## src/rtl/freq_meter_pkg.sv

```systemverilog
// Shared constants, BCD FSM state type and the per-digit add-3 helper
// used by the frequency meter and its BCD converter.
package freq_meter_pkg;

  localparam int DEFAULT_GATE_CYCLES = 50_000_000;
  localparam int DEFAULT_CNT_W       = 20;
  localparam int BCD_DIGITS          = 7;
  localparam int BCD_W               = 4 * BCD_DIGITS;

  typedef enum logic [1:0] {
    IDLE  = 2'd0,
    LOAD  = 2'd1,
    SHIFT = 2'd2,
    DONE  = 2'd3
  } bcd_state_e;

  // Double-dabble correction: any digit >= 5 gets +3 before the next shift.
  function automatic logic [BCD_W-1:0] bcd_add3(input logic [BCD_W-1:0] d);
    logic [BCD_W-1:0] r;
    r = d;
    for (int i = 0; i < BCD_DIGITS; i++) begin
      if (d[4*i +: 4] >= 4'd5) r[4*i +: 4] = d[4*i +: 4] + 4'd3;
    end
    return r;
  endfunction

endpackage

```

## src/rtl/freq_bcd_conv.sv

```systemverilog
// Sequential binary-to-BCD converter (shift-add-3), one bit per cycle.
// Starts on a start_i strobe seen in IDLE; strobes in any other state are dropped.
module freq_bcd_conv
  import freq_meter_pkg::*;
#(
  parameter int CNT_W = DEFAULT_CNT_W
) (
  input  logic             clk_i,
  input  logic             rst_i,
  input  logic             start_i,
  input  logic [CNT_W-1:0] bin_i,
  output logic [BCD_W-1:0] bcd_o,
  output logic             bcd_valid_o,
  output bcd_state_e       state_o
);

  localparam int SW = $clog2(CNT_W + 1);
  localparam logic [SW-1:0] SHIFT_LAST = SW'(CNT_W - 1);

  bcd_state_e       state_q;
  logic [CNT_W-1:0] bin_q;
  logic [BCD_W-1:0] scratch_q;
  logic [BCD_W-1:0] scratch_d;
  logic [SW-1:0]    shift_cnt_q;

  always_comb begin
    scratch_d = bcd_add3(scratch_q);
    scratch_d = {scratch_d[BCD_W-2:0], bin_q[CNT_W-1]};
  end

  // bcd_o is written on the final shift so bcd_valid_o is high exactly while in DONE.
  always_ff @(posedge clk_i or posedge rst_i) begin
    if (rst_i) begin
      state_q     <= IDLE;
      bin_q       <= '0;
      scratch_q   <= '0;
      shift_cnt_q <= '0;
      bcd_o       <= '0;
      bcd_valid_o <= 1'b0;
    end else begin
      bcd_valid_o <= 1'b0;
      case (state_q)
        IDLE: begin
          if (start_i) state_q <= LOAD;
        end
        LOAD: begin
          bin_q       <= bin_i;
          scratch_q   <= '0;
          shift_cnt_q <= '0;
          state_q     <= SHIFT;
        end
        SHIFT: begin
          scratch_q   <= scratch_d;
          bin_q       <= {bin_q[CNT_W-2:0], 1'b0};
          shift_cnt_q <= shift_cnt_q + 1'b1;
          if (shift_cnt_q == SHIFT_LAST) begin
            bcd_o       <= scratch_d;
            bcd_valid_o <= 1'b1;
            state_q     <= DONE;
          end
        end
        DONE: begin
          state_q <= IDLE;
        end
        default: state_q <= IDLE;
      endcase
    end
  end

  assign state_o = state_q;

endmodule

```

## src/rtl/freq_meter.sv

```systemverilog
// Gated edge-counting frequency meter: counts sigin rises over a fixed window
// of sysclk cycles and reports the count in binary and BCD.
module freq_meter
  import freq_meter_pkg::*;
#(
  parameter int GATE_CYCLES = DEFAULT_GATE_CYCLES,
  parameter int CNT_W       = DEFAULT_CNT_W
) (
  input  logic             sysclk,
  input  logic             rst,
  input  logic             sigin,
  output logic [CNT_W-1:0] freq,
  output logic             freq_valid,
  output logic             overflow,
  output logic [BCD_W-1:0] bcd,
  output logic             bcd_valid,
  output bcd_state_e       bcd_state_o
);

  // freq_valid and bcd_valid are single-cycle strobes with no ready: a consumer
  // captures the value on the strobe; freq/overflow/bcd then hold until the next one.
  localparam int GW = (GATE_CYCLES > 1) ? $clog2(GATE_CYCLES) : 1;
  localparam logic [GW-1:0]    GATE_LAST = GW'(GATE_CYCLES - 1);
  localparam logic [CNT_W-1:0] CNT_MAX   = '1;

  logic             sync1_q, sync2_q, prev_q, edge_q;
  logic [GW-1:0]    gate_q, gate_d;
  logic [CNT_W-1:0] cnt_q, cnt_d;
  logic             sticky_q, sticky_d;
  logic [CNT_W-1:0] freq_q;
  logic             freq_valid_q, overflow_q;
  logic             terminal, at_max;

  always_comb begin
    terminal = (gate_q == GATE_LAST);
    at_max   = (cnt_q == CNT_MAX);
    gate_d   = terminal ? '0 : gate_q + 1'b1;
    cnt_d    = (edge_q && !at_max) ? cnt_q + 1'b1 : cnt_q;
    sticky_d = sticky_q | (edge_q & at_max);
  end

  // The terminal cycle publishes cnt_d so an edge landing there closes with this window.
  always_ff @(posedge sysclk or posedge rst) begin
    if (rst) begin
      sync1_q      <= 1'b0;
      sync2_q      <= 1'b0;
      prev_q       <= 1'b0;
      edge_q       <= 1'b0;
      gate_q       <= '0;
      cnt_q        <= '0;
      sticky_q     <= 1'b0;
      freq_q       <= '0;
      freq_valid_q <= 1'b0;
      overflow_q   <= 1'b0;
    end else begin
      sync1_q      <= sigin;
      sync2_q      <= sync1_q;
      prev_q       <= sync2_q;
      edge_q       <= sync2_q & ~prev_q;
      gate_q       <= gate_d;
      freq_valid_q <= terminal;
      if (terminal) begin
        freq_q     <= cnt_d;
        overflow_q <= sticky_d;
        cnt_q      <= '0;
        sticky_q   <= 1'b0;
      end else begin
        cnt_q    <= cnt_d;
        sticky_q <= sticky_d;
      end
    end
  end

  assign freq       = freq_q;
  assign freq_valid = freq_valid_q;
  assign overflow   = overflow_q;

  freq_bcd_conv #(.CNT_W(CNT_W)) u_bcd (
    .clk_i       (sysclk),
    .rst_i       (rst),
    .start_i     (freq_valid_q),
    .bin_i       (freq_q),
    .bcd_o       (bcd),
    .bcd_valid_o (bcd_valid),
    .state_o     (bcd_state_o)
  );

endmodule

```

## config.mk

```make
export PLATFORM = sky130hd
export DESIGN_NAME = freq_meter
export DESIGN_NICKNAME = d
export VERILOG_FILES = /design/src/rtl/freq_meter_pkg.sv /design/src/rtl/freq_bcd_conv.sv /design/src/rtl/freq_meter.sv
export SDC_FILE = /design/constraint.sdc
export NUM_CORES = 1
export LEC_CHECK = 0
export ABC_AREA = 1
export BUFFER_PORTS_ARGS = -buffer_cell sky130_fd_sc_hd__buf_4
export CAP_MARGIN = 20
export CORE_MARGIN = 2
export CORE_UTILIZATION = 30
export CTS_CLUSTER_DIAMETER = 120
export DETAILED_ROUTE_END_ITERATION = 8
export HOLD_SLACK_MARGIN = 0.06
export PLACE_DENSITY_LB_ADDON = 0.15
export SETUP_SLACK_MARGIN = 0.4
export SYNTH_ARGS = -nofsm -noshare
export SYNTH_HDL_FRONTEND = slang
export SYNTH_SLANG_ARGS = --single-unit
export TNS_END_PERCENT = 10
```

## constraint.sdc

```tcl
create_clock -name sysclk -period 4.55 [get_ports sysclk]
set_input_delay 0.2275 -clock sysclk [delete_from_list [all_inputs] [get_ports sysclk]]
set_output_delay 0.2275 -clock sysclk [all_outputs]
set_load 0.01 [all_outputs]
```

# --- Yosys cells after proc, flatten, opt, wreduce, memory -nomap -nowiden ---
# Cells that the tools add are included.
totals:
  reg_bits: 157
  latchBits: 0
  ramBits: 0
  rom_bits: 0
  inputBits: 3
  output_inout_bits: 53
  elab_cells: 70
  mem_count: 0
op_classes:
  addsub: 10
  mul: 0
  div_mod_pow: 0
  magnitude_cmp: 7
  n_eq_ne: 8
  shift: 0
  mux: 19
  bitwise_logic: 4
  reduce_logical: 6
op_table:
  columns: ["op", "count"]
  rows:
  - ["28-bit case mux with 2 select lines", 1]
  - ["20-bit two-way mux", 2]
  - ["20-bit case mux with 2 select lines", 1]
  - ["4-bit by 3-bit greater-or-equal comparator with 1-bit output, second input constant", 7]
  - ["26-bit by 1-bit adder with 26-bit output, second input constant", 1]
  - ["26-bit == test, second input constant", 1]
  - ["26-bit two-way mux", 1]
  - ["4-bit by 2-bit adder with 4-bit output, second input constant", 6]
  - ["4-bit two-way mux", 6]
  - ["20-bit by 1-bit adder with 20-bit output, second input constant", 1]
  - ["20-bit == test, second input constant", 1]
  - ["5-bit case mux with 2 select lines", 1]
  - ["2-bit case mux with 4 select lines", 1]
  - ["5-bit by 1-bit adder with 5-bit output, second input constant", 1]
  - ["5-bit == test, second input constant", 1]
  - ["2-bit == test, second input constant", 2]
  - ["2-bit two-way mux", 2]
  - ["2-bit AND reduction", 2]
  - ["3-bit by 2-bit adder with 3-bit output, second input constant", 1]
  - ["1-bit two-way mux", 3]
  - ["3-bit two-way mux", 1]
  - ["1-bit bitwise AND", 2]
  - ["2-bit by 1-bit == test with 1-bit output, second input constant", 1]
  - ["2-bit logical NOT", 1]
  - ["other kinds (7)", 7]

# --- Logic depth before layout (Yosys ltp) ---
depth:
  depth_word: 5
  depth_mapped: 11
  depth_no_buf: 11

# --- Hierarchy ---
# Synthesis repeated with hierarchy kept, for this count alone.
unflattened:
  cells_unflattened: 994
  area_unflattened_um2: 7968.9
by_module_without_submodules:
  columns: ["module", "n_inst", "cells_each", "area_per_inst_um2", "seq_area_each_um2"]
  rows:
  - ["freq_bcd_conv", 1, 497, 4155.2, 2102.0]
  - ["freq_meter", 1, 497, 3813.7, 1826.8]

# --- Least setup slack after synthesis ---
# No wires, ideal clock.
synth_path:
  path_type: "reg-to-reg"
  from: "reg u_bcd.state_q[1], in the netlist u_bcd.state_o[1]"
  to: "reg u_bcd.bin_q[1]"
  setup_ns: 0.143
  arrival_ns: 1.512
  required_ns: 4.407
  setup_slack_ns: 2.896
  stages_incl_launch_ff: 6
  n_path_buf: 2
  path_cell_list: "dfrtp_1 inv_1 ha_1 clkbuf_1 buf_1 o221ai_1"
synth_via:
  elab_chain_cells: 2
  word_cells_on_any_way: 4
  classes_between: "eq/ne: 2; mux: 1; reduce/logical: 1"
synth_rtl:
  columns: ["item", "line", "text"]
  rows:
  - ["start: declaration", "freq_bcd_conv.sv:20", "bcd_state_e state_q;"]
  - ["start signal: assignment", "freq_bcd_conv.sv:34", "state_q <= IDLE;"]
  - ["start signal: assignment", "freq_bcd_conv.sv:44", "if (start_i) state_q <= LOAD;"]
  - ["start signal: assignment", "freq_bcd_conv.sv:50", "state_q <= SHIFT;"]
  - ["2-bit == test / 2-bit by 1-bit == test with 1-bit output (equally long branches)", "freq_bcd_conv.sv:42", "case (state_q)"]
  - ["20-bit case mux with 2 select lines / 2-bit nonzero test (equally long branches)", null, null]
  - ["end signal: assignment", "freq_bcd_conv.sv:47", "bin_q <= bin_i;"]
  - ["end signal: assignment", "freq_bcd_conv.sv:54", "bin_q <= {bin_q[CNT_W-2:0], 1'b0};"]
  - ["end: declaration", "freq_bcd_conv.sv:21", "logic [CNT_W-1:0] bin_q;"]
# Several ways; a longest one is shown, not always the timed one.
# A chain may end at the register's enable or synchronous reset.

# --- Worst setup path in the final report ---
layout_path:
  from: "reg u_bcd.state_q[0], in the netlist u_bcd.state_o[0]"
  to: "reg u_bcd.bcd_o[24]"
layout_via:
  elab_chain_cells: 2
layout_rtl:
  columns: ["item", "line", "text"]
  rows:
  - ["2-bit == test", "freq_bcd_conv.sv:42", null]
  - ["2-bit AND reduction (no source line)", null, null]
  - ["end signal: assignment", "freq_bcd_conv.sv:57", "bcd_o <= scratch_d;"]
  - ["end: declaration", "freq_bcd_conv.sv:12", "output logic [BCD_W-1:0] bcd_o,"]
# No other way between the ends.

==> impl_results.md <==
- Max-cap viol count: 0
- Post-CTS resize count: 0
- Pleak: 4.33 nW
- CP peak stage delay: around 0.53 ns
- Placed cell areas: 8450 um2
- Final HPWL DP: 12.3 mm
- Port bufs: 55
- Final setup vio count: 0
- CTS Root Cell: clkbuf_16
- WP data arrival: just under 3 ns
- Post-synth ARST share: 100%
- Sequential share of the synthesized area: between 50% and 60%
- RR Startpoint: u_bcd.state_o[0]
- Syn-to-layout area delta: 18.3%
- Final WL: 18.2 mm
- Synthesized cell area: 7700 um2
- TritonCTS clock tree: built
- Synthesized net count: 966
- Avg WL per Cell: 13.6 um
- F_max: 0.383 GHz
- Vias in the first global route: 5757
- Count of final hold-check violations: 0
- CTS buffer count: 17
- Post-synthesis register bit count: 157
- CP Capture Type: flop
- CTS sink count: 157
- CTS H-Tree Depth: 4
- Syn avg cell area: 8.15 um2
- Initial core utilization: 30.6%
- R2r worst-path depth: 9
- Period minus WS final: about 2.6 ns
- Initial antenna violation count: 0
- Antenna cell count: 0
- Post-layout nets: 1018
- Skew-Pair Late Insertion Delay: 0.43 ns
- Congestion Overflow GR: 0
- Clock Skews: 0.0144 ns
- Setup CP Type: reg2reg
- RSZ-0062 raised after global routing: no
- Die Width: 164 um
- Critical Path RT: about 4.9 ns
- Crit-path cells: inv_1, ha_1, buf_4, inv_1, nor2_2, inv_1, buf_4, nand2_1, o21ai_0
- DRC viols: 0
- Iter 0 DRT Violations: 323
- Worst Hold Class: in2async
- Worst hold slack: 0.0176 ns
- Startpoint types: flop
- FP Rows: 58
- Most frequent CP cell: inv_1
- Fin area: 9100 um2
- Reg clk slew, reported paths: 0.07 ns
- Final Max Tran Viols: 0
- Post-synth cell types: 37
- Setup_tns: 0 ns
- Yosys warns: 0
- Vias per cell: 4.52
- Cts hold-fix bufs: 1
- R2r setup slk: 1.94 ns
- Post-synth EDFFs: 0
- DR vias: 6056
- Worst vdd ir: 0.202 mV
- Main flop type after synthesis: dfrtp_1
- Worst slew pin tran: 0.921 ns
- Status: complete, no violations
- Share of cells above drive strength 1: a little under an eighth
- Fin crit share: 57.3%
- Post-route ant nets: 0
- Max Root-Sink Buffers: 2
- RR Endpoint: u_bcd.bcd_o[24]
- CP max-delay cell: nor2_2
- Core area: around 25000 um2
- Post-CTS Setup Inserts: 0
- Cells after synthesis: about 940
- GPL Wtd Cong: 0.806
- CP Max Fanout: 22
- Die Y: around 160 um
- Pwr dens: ~350 nW/um2
- Maximum number of pins on one net before global-route repair: 158
- Slew margin rel.: 38.6%
- DRT Pass-1 Iters: 4
- Total track usage: 14.1%
- First-pass GRT wire length: 30.1 mm
- Die area: 27000 um2
- IO Count: 56
## Yosys cell counts (all sizes together), types with 3 or more instances
library cell / n / area share, %
xnor2: 3 / 0.34
o22ai: 16 / 1.3
inv: 119 / 5.8
xor2: 23 / 2.6
nand2: 274 / 13
dfrtp: 157 / 51
or2: 7 / 0.57
o21ai: 57 / 3.7
a21oi: 23 / 1.5
buf: 14 / 1.1
o21bai: 5 / 0.54
ha: 19 / 3.1
nand3: 64 / 4.2
nor4: 3 / 0.24
nor2: 95 / 5.0
clkbuf: 15 / 0.73
o221ai: 18 / 2.0
nor3: 14 / 0.98
nand4: 12 / 1.2
## power breakdown
group	internal, mW	leakage (nW)	switching, mW	total, mW
combinational	0.0374	1.86	0.0905	0.128
sequential	1.42	2.16	0.0315	1.45
clock	0.979	0.304	0.607	1.59
## area by class of cell
type                       count  area (um2)
multi-input combinational    638        3180
timing repair buffer          62         480
sequential                   157        3930
inverter                     120         455
clock inverter                13         213
tap                          330         413
clock buffer                  19         433
fill                        2620       16100
## worst max-delay path, delay by kind of cell (launching register included)
family	cells	cell delay, ns
flops	1	0.38
buf+inv	5	1.25
simple gates	2	0.61
fa+ha+maj	1	0.15
compound gates	1	0.08
## flip-flops by register name, indices dropped and copies added (netlist names)
signal             cells
u_bcd.bcd_o           28
u_bcd.scratch_q       28
gate_q                26
cnt_q                 20
freq                  20
u_bcd.bin_q           20
u_bcd.shift_cnt_q      5
u_bcd.state_o          2
edge_q                 1
freq_valid             1
overflow               1
prev_q                 1
sticky_q               1
sync1_q                1
sync2_q                1
u_bcd.bcd_valid_o      1
## kinds of logic after synthesis
logic type      share of synthesized area, %
compound gates                          9.41
buf+inv                                 7.69
flops                                   51.0
xor+xnor                                2.96
fa+ha+maj                               3.09
simple gates                            25.8
## metal layers
metal	vias to the layer above	routed length, um	part of all wire, %	global-route usage [%]
met2	86	8010	44	21.4
met4	0	149	0.82	3.75
met5	-	0	0	0
li1	3134	-	-	-
met3	9	561	3.1	2.85
met1	2827	9460	52	20.5
## worst max path at each step
| stage | from | end | slack [ns] | depth (start not counted) |
|---|---|---|---|---|
| detailed placement | u_bcd.state_o[0] | u_bcd.bcd_o[2] | 1.87 | 9 |
| CTS | u_bcd.state_o[0] | u_bcd.bcd_o[2] | 1.84 | 9 |
| global route | u_bcd.state_o[0] | u_bcd.bcd_o[24] | 1.59 | 9 |
| global placement | u_bcd.state_o[0] | u_bcd.bcd_o[2] | 2.01 | 9 |
| finish | u_bcd.state_o[0] | u_bcd.bcd_o[24] | 1.94 | 9 |
| floorplan | rst | cnt_q[0] | 2.34 | 1 |
## cell usage in the layout, fill, tap and decap left out, types with 3 or more instances in the layout
cell type,count
clkbuf_16,17
dfrtp_1,157
or2_2,7
nand2_2,3
a21oi_1,23
bufinv_16,5
o21bai_1,4
o22ai_1,16
clkinvlp_4,4
nor2_1,88
ha_1,18
inv_1,117
nor4_1,3
buf_4,60
o21ai_1,9
nor3_1,13
nand4_1,11
nand2_1,271
nor2_2,5
o221ai_1,18
xor2_1,23
nand3_1,63
xnor2_1,3
o21ai_0,48
## stage by stage
| step | instances | setup WS, ns | utilization, % | power, mW |
|---|---|---|---|---|
| after floorplan | 944 | 2.34 | - | 1.57 |
| after global placement | 1306 | 2.01 | 33.5 | 1.61 |
| after detailed placement | 1306 | 1.87 | 33.5 | 1.61 |
| after CTS | 1339 | 1.84 | 36.1 | 3.22 |
| after global routing | 1339 | 1.59 | 36.1 | 3.30 |
| final | 1339 | 1.94 | 36.1 | 3.17 |
No activity file was read; power rests on OpenSTA's default activity.
